File: src/rtl/sha_sched_ctrl.sv
// SHA-256 message-schedule round sequencer: loads one 512-bit block, then streams W[t]
// with its round index over a valid/ready handshake, expanding the 16-word window in place.
module sha_sched_ctrl #(
    parameter int unsigned ROUNDS = 64,
    parameter int unsigned WORD_S = 32
) (
    input  logic                   clk_i,
    input  logic                   reset_i,
    input  logic                   blk_valid_i,
    output logic                   blk_ready_o,
    input  logic [16*WORD_S-1:0]   blk_data_i,
    input  logic                   abort_i,
    output logic                   rnd_valid_o,
    input  logic                   rnd_ready_i,
    output logic [5:0]             rnd_idx_o,
    output logic [WORD_S-1:0]      rnd_w_o,
    output logic                   rnd_last_o,
    output logic                   done_o,
    output logic                   busy_o
);

    localparam logic [5:0] LastIdx = 6'(ROUNDS - 1);

    typedef enum logic [1:0] {StIdle, StRun, StDone} state_e;

    state_e            state_q, state_d;
    logic              rst_q;
    logic [5:0]        t_q, t_d;
    logic [WORD_S-1:0] win_q [16];
    logic [WORD_S-1:0] win_d [16];
    logic              blk_hs, rnd_hs;

    function automatic logic [WORD_S-1:0] rotr(input logic [WORD_S-1:0] x, input int unsigned n);
        return (x >> n) | (x << (WORD_S - n));
    endfunction

    function automatic logic [WORD_S-1:0] sig0(input logic [WORD_S-1:0] x);
        return rotr(x, 7) ^ rotr(x, 18) ^ (x >> 3);
    endfunction

    function automatic logic [WORD_S-1:0] sig1(input logic [WORD_S-1:0] x);
        return rotr(x, 17) ^ rotr(x, 19) ^ (x >> 10);
    endfunction

    // Abort outranks both handshakes in the same cycle.
    assign blk_hs = blk_valid_i & blk_ready_o & ~abort_i;
    assign rnd_hs = rnd_valid_o & rnd_ready_i & ~abort_i;

    always_ff @(posedge clk_i) begin
        rst_q <= reset_i;
        if (reset_i) begin
            state_q <= StIdle;
        end else begin
            state_q <= state_d;
        end
    end

    always_comb begin
        state_d = state_q;
        unique case (state_q)
            StIdle:  if (blk_hs) state_d = StRun;
            StRun:   if (rnd_hs && rnd_last_o) state_d = StDone;
            StDone:  state_d = StIdle;
            default: state_d = StIdle;
        endcase
        if (abort_i) begin
            state_d = StIdle;
        end
    end

    // rst_q keeps blk_ready low for the cycle that follows a sampled reset.
    always_comb begin
        blk_ready_o = 1'b0;
        rnd_valid_o = 1'b0;
        done_o      = 1'b0;
        busy_o      = 1'b0;
        unique case (state_q)
            StIdle:  blk_ready_o = ~rst_q;
            StRun: begin
                rnd_valid_o = 1'b1;
                busy_o      = 1'b1;
            end
            StDone: begin
                done_o = 1'b1;
                busy_o = 1'b1;
            end
            default: ;
        endcase
    end

    assign rnd_idx_o  = t_q;
    assign rnd_w_o    = win_q[0];
    assign rnd_last_o = rnd_valid_o & (t_q == LastIdx);

    always_comb begin
        win_d = win_q;
        t_d   = t_q;
        if (abort_i) begin
            t_d = '0;
        end else if (blk_hs) begin
            for (int i = 0; i < 16; i++) begin
                win_d[i] = blk_data_i[i*WORD_S +: WORD_S];
            end
            t_d = '0;
        end else if (rnd_hs) begin
            for (int i = 0; i < 15; i++) begin
                win_d[i] = win_q[i+1];
            end
            win_d[15] = sig1(win_q[14]) + win_q[9] + sig0(win_q[1]) + win_q[0];
            t_d       = t_q + 6'd1;
        end
    end

    always_ff @(posedge clk_i) begin
        if (reset_i) begin
            t_q <= '0;
            for (int i = 0; i < 16; i++) begin
                win_q[i] <= '0;
            end
        end else begin
            t_q   <= t_d;
            win_q <= win_d;
        end
    end

endmodule

File: config.mk
export PLATFORM = sky130hd
export DESIGN_NAME = sha_sched_ctrl
export DESIGN_NICKNAME = d
export VERILOG_FILES = /design/src/rtl/sha_sched_ctrl.sv
export SDC_FILE = /design/constraint.sdc
export NUM_CORES = 2
export LEC_CHECK = 0
export ABC_AREA = 1
export BUFFER_PORTS_ARGS = -buffer_cell sky130_fd_sc_hd__buf_2
export CORE_MARGIN = 10
export CORE_UTILIZATION = 55
export CTS_BUF_LIST = sky130_fd_sc_hd__clkbuf_16
export DETAILED_ROUTE_END_ITERATION = 8
export PLACE_DENSITY = 0.85
export SYNTH_ARGS = -nofsm -noshare
export SYNTH_HDL_FRONTEND = slang
export SYNTH_SLANG_ARGS = --single-unit
export TNS_END_PERCENT = 100
File: constraint.sdc
create_clock -name clk_i -period 8 [get_ports clk_i]
set_clock_uncertainty 0.1 [all_clocks]
set_input_delay 0.8 -clock clk_i [delete_from_list [all_inputs] [get_ports clk_i]]
set_output_delay 0.8 -clock clk_i [all_outputs]
set_load 0.05 [all_outputs]
* Word-level counts from Yosys, hierarchy flattened
Cells that the tools add are included.
** Storage, ports and cells
- Register bits after elaboration :: 521
- Latch bits :: 0
- RAM bits :: 0
- Memory bits (read-only) :: 0
- Input bits :: 517
- Word-level logic and storage cells :: 60
- Memories :: 0
** Operators by class
- Add/subtract/negate cells :: 4
- Multipliers :: 0
- Divide/modulo/power cells :: 0
- Order comparisons :: 0
- Equal/unequal tests :: 5
- Shifts and indexed selects :: 0
- Muxes and demuxes :: 9
- Bitwise operators :: 15
- Reduce and logical (&&, ||, !) cells :: 8
** Operators by type and width (number)
- 512-bit two-way mux :: 2
- 32-bit adder :: 3
- 32-bit bitwise XOR :: 2
- 13-bit by 32-bit OR with 32-bit output :: 1
- 14-bit by 32-bit OR with 32-bit output :: 1
- 15-bit by 32-bit OR with 32-bit output :: 1
- 25-bit by 32-bit OR with 32-bit output :: 1
- 32-bit by 22-bit bitwise XOR with 32-bit output :: 1
- 32-bit by 29-bit bitwise XOR with 32-bit output :: 1
- 6-bit by 1-bit adder with 6-bit output (second input constant) :: 1
- 6-bit == test (second input constant) :: 1
- 1-bit AND :: 5
- 1-bit two-way mux :: 4
- 2-bit two-way mux :: 2
- 2-bit inequality test (second input constant) :: 2
- 2-bit case mux with 2 select lines :: 1
- 2-bit AND reduction :: 2
- 2-bit OR reduction :: 2
- 3-bit OR reduction :: 1
- 2-bit by 1-bit == test with 1-bit output (second input constant) :: 1
- 2-bit == test (second input constant) :: 1
- 2-bit logical NOT :: 1
- 1-bit NOT :: 2
- 2-bit nonzero test :: 1
- 1-bit logical AND :: 1

* Longest topological paths before layout
- Depth in word-level cells :: 8
- Gate-level depth with buffers :: 20
- Mapped depth without buffers :: 19

* Worst setup path before layout
No wires, ideal clock.
- Path kind :: reg-to-reg
- Start point :: reg win_q[50] (netlist bit)
- End point :: reg win_q[31] (netlist bit)
- Data arrival time :: 3187 ps
- Setup slack :: 4581 ps
- Cell stages (with the launch flop) :: 21
- Buffers on the path :: 1
- Clock period less this slack :: 3419 ps
- Cell sequence :: dfxtp_1 > clkbuf_1 > xnor2_1 > xor2_1 > fa_1 > inv_1 > fa_1 > ha_1 > fa_1 > nand2_1 > nand2_1 > nand3b_1 > nand2_1 > nand2_1 > nand2_1 > nand2_1 > nand2_1 > nand2_1 > nand3_1 > nand2_1 > a21oi_1
** Between the ends
- Word-level cells in the longest chain between the ends :: 8
** Ends and longest elaborated chain
- start: declaration :: RTL line 29 : logic [WORD_S-1:0] win_q [16];
- start signal: assignment :: RTL line 122 : win_q <= win_d;
- 15-bit by 32-bit OR with 32-bit output or 13-bit by 32-bit OR with 32-bit output (tied branches) :: RTL line 34 : return (x >> n) | (x << (WORD_S - n));
- 32-bit bitwise XOR :: RTL line 42 : return rotr(x, 17) ^ rotr(x, 19) ^ (x >> 10);
- 32-bit by 22-bit bitwise XOR with 32-bit output * :: RTL line 42
- 32-bit adder * (3 in a row) :: RTL line 109 : win_d[15] = sig1(win_q[14]) + win_q[9] + sig0(win_q[1]) + win_q[0];
- 512-bit two-way mux * :: RTL line 105 : end else if (rnd_hs) begin
- 512-bit two-way mux * :: RTL line 100 : end else if (blk_hs) begin
Every way passes the cells marked *; elsewhere a longest branch is shown, timed or not. The select of a mux whose other input is x is not followed.
A chain may end at the register's enable or synchronous reset.

* Worst setup path after layout
- Start point :: reg state_q[1]
- End point :: reg win_q[391] (netlist bit)
** Between the ends
- Word-level cells in the longest chain between the ends :: 6
** Ends and longest elaborated chain
- start: declaration :: RTL line 26 : state_e state_q, state_d;
- start signal: assignment :: RTL line 52 : state_q <= StIdle;
- start signal: assignment :: RTL line 54 : state_q <= state_d;
- 2-bit by 1-bit == test with 1-bit output or 2-bit logical NOT (tied branches) :: RTL line 77 : unique case (state_q)
- 1-bit two-way mux :: RTL line 77
- 1-bit AND (on tied branches) (2 in a row) :: RTL line 47, 46
- 2-bit nonzero test (no line)
- 2-bit AND reduction (no line)
Several ways; a longest one is shown, not always the timed one.

==> impl_metrics.tcl <==
set metrics [dict create \
    status "finished clean" \
    wl_um 108000 \
    grt.met3_usage_pct 8.87 \
    htree_levels 2 \
    area_delta_synth_final_pct 15.0 \
    end_kind "register" \
    viasPerCell 6.03 \
    ir_drop_uv 186 \
    busiest_layer "met2" \
    num-fill-cells 4283 \
    synth_common_cells "nand2_1 (761), o21ai_0 (620), dfxtp_1 (521), a21oi_1 (441), o21ai_1 (260)" \
    route.detailed.drc 0 \
    design_area_um2 30800 \
    dp_cells 4534 \
    fp-row-count 80 \
    grt_overflow 0 \
    nNetsFinal 4588 \
    tns_ps 0 \
    synthArstFlopShare_pct 0 \
    fin_hold_ws_ps 343 \
    drive_above_1_share_pct 16.5 \
    yosys_warnings 0 \
    crit_family "buffers and inverters" \
    cpPeakStageDelay_ps 790 \
    grt_pass1_vias 25900 \
    vias 28000 \
    drv_cap 0 \
    clock_latency_ps 610 \
    die_x_um 241 \
    p_per_area_nw_per_um2 235 \
    crit_chain "inv_1 -> ha_1 -> nand3_4 -> inv_2 -> nor2_4 -> inv_8 -> buf_4 -> o21ai_0 -> a21oi_1" \
    drtIter0Drc 3848 \
    critical_path_class "reg -> reg" \
    yosysSeqAreaShare_pct 39.0 \
    clkSinkCount 521 \
    dpl.hpwl_um 79700 \
    dieArea_um2 57800 \
    ioPinCount 560 \
    rsz0062_at_grt "no" \
    cts_hold_buf 0 \
    grt_max_degree 243 \
    required_ps 8420 \
    gp_congestion 1.02 \
    cts.clk_slew.worst_paths_ps 60 \
    period_minus_slack_ps 4200 \
    synth_cell_types 35 \
    finalSetupViolations 0 \
    synth-edff-count 0 \
    clock_path_buffers 3 \
    synth_ff_type "dfxtp_1" \
    numCtsBuffers 53 \
    period_share_pct 52.4 \
    yosysTopAreaCell "dfxtp_1" \
    critical_path_buf_inv_count 4 \
    fin_cells 4634 \
    cts_root_buf "clkbuf_16" \
    relSlewSlack_pct 19.2 \
    postPlaceCellArea_um2 29100 \
    drv_slew 0 \
    cts.repair.resized 0 \
    port_buffers 559 \
    hold_path.class "in -> reg" \
    max_freq_mhz 238 \
    syn_area_um2 26700 \
    synth_nets 4278 \
    hold_viol 0 \
    avgRoutedWirePerCell_um 23.4 \
    grt_antenna_before_repair 6 \
    syn_avg_cell_area_um2 7.30 \
    worst_setup_path_start_kind "register" \
    crit_path_max_fanout 192 \
    ys_ff_latch 521 \
    fin_ws_ps 3800 \
    yosysTopAreaCellShare_pct 39.0 \
    die-height_um 241 \
    ys_top_cells_by_area "dfxtp_1 (39%), o21ai_0 (12%), nand2_1 (11%)" \
    yosysMostFrequentCell "nand2_1" \
    core_um2 47900 \
    start_util_pct 55.8 \
    arrival_ps 4620 \
    cts_tree "done" \
    tightest_slew_ps 1210 \
    postCtsSetupRepairBufs 0 \
    dpl_worst_slack_ps 3610 \
    total_power_mw 7.21 \
    syn_inst 3664 \
    use_met1_pct 45.7 \
    cpMaxStageDelayCell "inv_2" \
    leakagePower_nw 13.2 \
    met2_usage_pct 52.5 \
    ant_nets 0 \
    grt_pass1_wl_um 156000 \
    final_util_pct 64.2 \
    first_pass_iters 6 \
    grt_use_total_pct 35.2 \
]
## layout by cell type, fill, tap and decap left out, drive strengths merged
master    count
clkinvlp      2
bufinv        5
a31oi        32
clkbuf       53
or2           5
buf         573
nand3b        7
xnor2        73
a21oi       441
o21a          1
nor2         48
nand4         2
clkinv       26
ha           35
fa           62
a211oi        1
o21bai        8
inv         259
nand2       761
nor3b         2
and2          1
a21o          1
dfxtp       521
xor2         61
nor3          9
o211ai        5
a221oi       58
diode         3
nand3        84
o21ai       880
## worst paths after layout
path / start / endpoint / slack (ps) / cells after the start
worst max-delay path: state_q[1] / win_q[391] / 3800 / 9
worst min-delay path: blk_data_i[412] / win_q[124] / 340 / 3
worst max register to register: state_q[1] / win_q[391] / 3800 / 9
worst min register to register: win_q[392] / win_q[392] / 360 / 2
## cell families (layout without fill, tap and decap cells)
kind of cell | count (synthesis) | after routing | share of synthesized area, %
flip-flops | 521 | 521 | 39.0
adder cells (fa/ha/maj) | 97 | 97 | 6.28
AND/OR/NAND/NOR | 919 | 919 | 13.6
AO/OA/AOI/OAI | 1427 | 1427 | 27.8
XOR/XNOR | 134 | 134 | 4.39
other | 0 | 3 | 0
buffers and inverters | 566 | 918 | 8.89
## report_power, final
group	switching [mW]	total, mW	internal [mW]
registers	0.159	2.93	2.77
clock network	1.09	2.46	1.37
logic	1.20	1.82	0.624
## worst reg2reg max path, cell delays in order, from the launching register on
cell     delay, ps
dfxtp_1        330
inv_1           80
ha_1           350
nand3_4        510
inv_2          830
nor2_4         120
inv_8          510
buf_4          900
o21ai_0        200
a21oi_1        180
## sequential cells by signal, indices dropped and copies added (netlist names)
register   count
win_q        480
state_q        2
rnd_w_o       32
rst_q          1
rnd_idx_o      6
## layout make-up
type | instances | area, um2 | area share (%)
inverters | 248 | 962 | 3.13
diodes | 3 | 7.51 | 0.0244
clock inverters | 44 | 344 | 1.12
flip-flops and latches | 521 | 10400 | 33.9
well taps | 615 | 769 | 2.50
repair buffers | 573 | 2970 | 9.65
multi-input cells | 2577 | 14000 | 45.4
clock buffers | 53 | 1330 | 4.31
## per-layer routing
metal  share of wire, %  wire length (um)
met4                6.3              6790
met5              0.023                25
met1                 39             42200
met3                 12             12500
met2                 43             46900
Note: power is estimated with default switching activity, not from simulation.
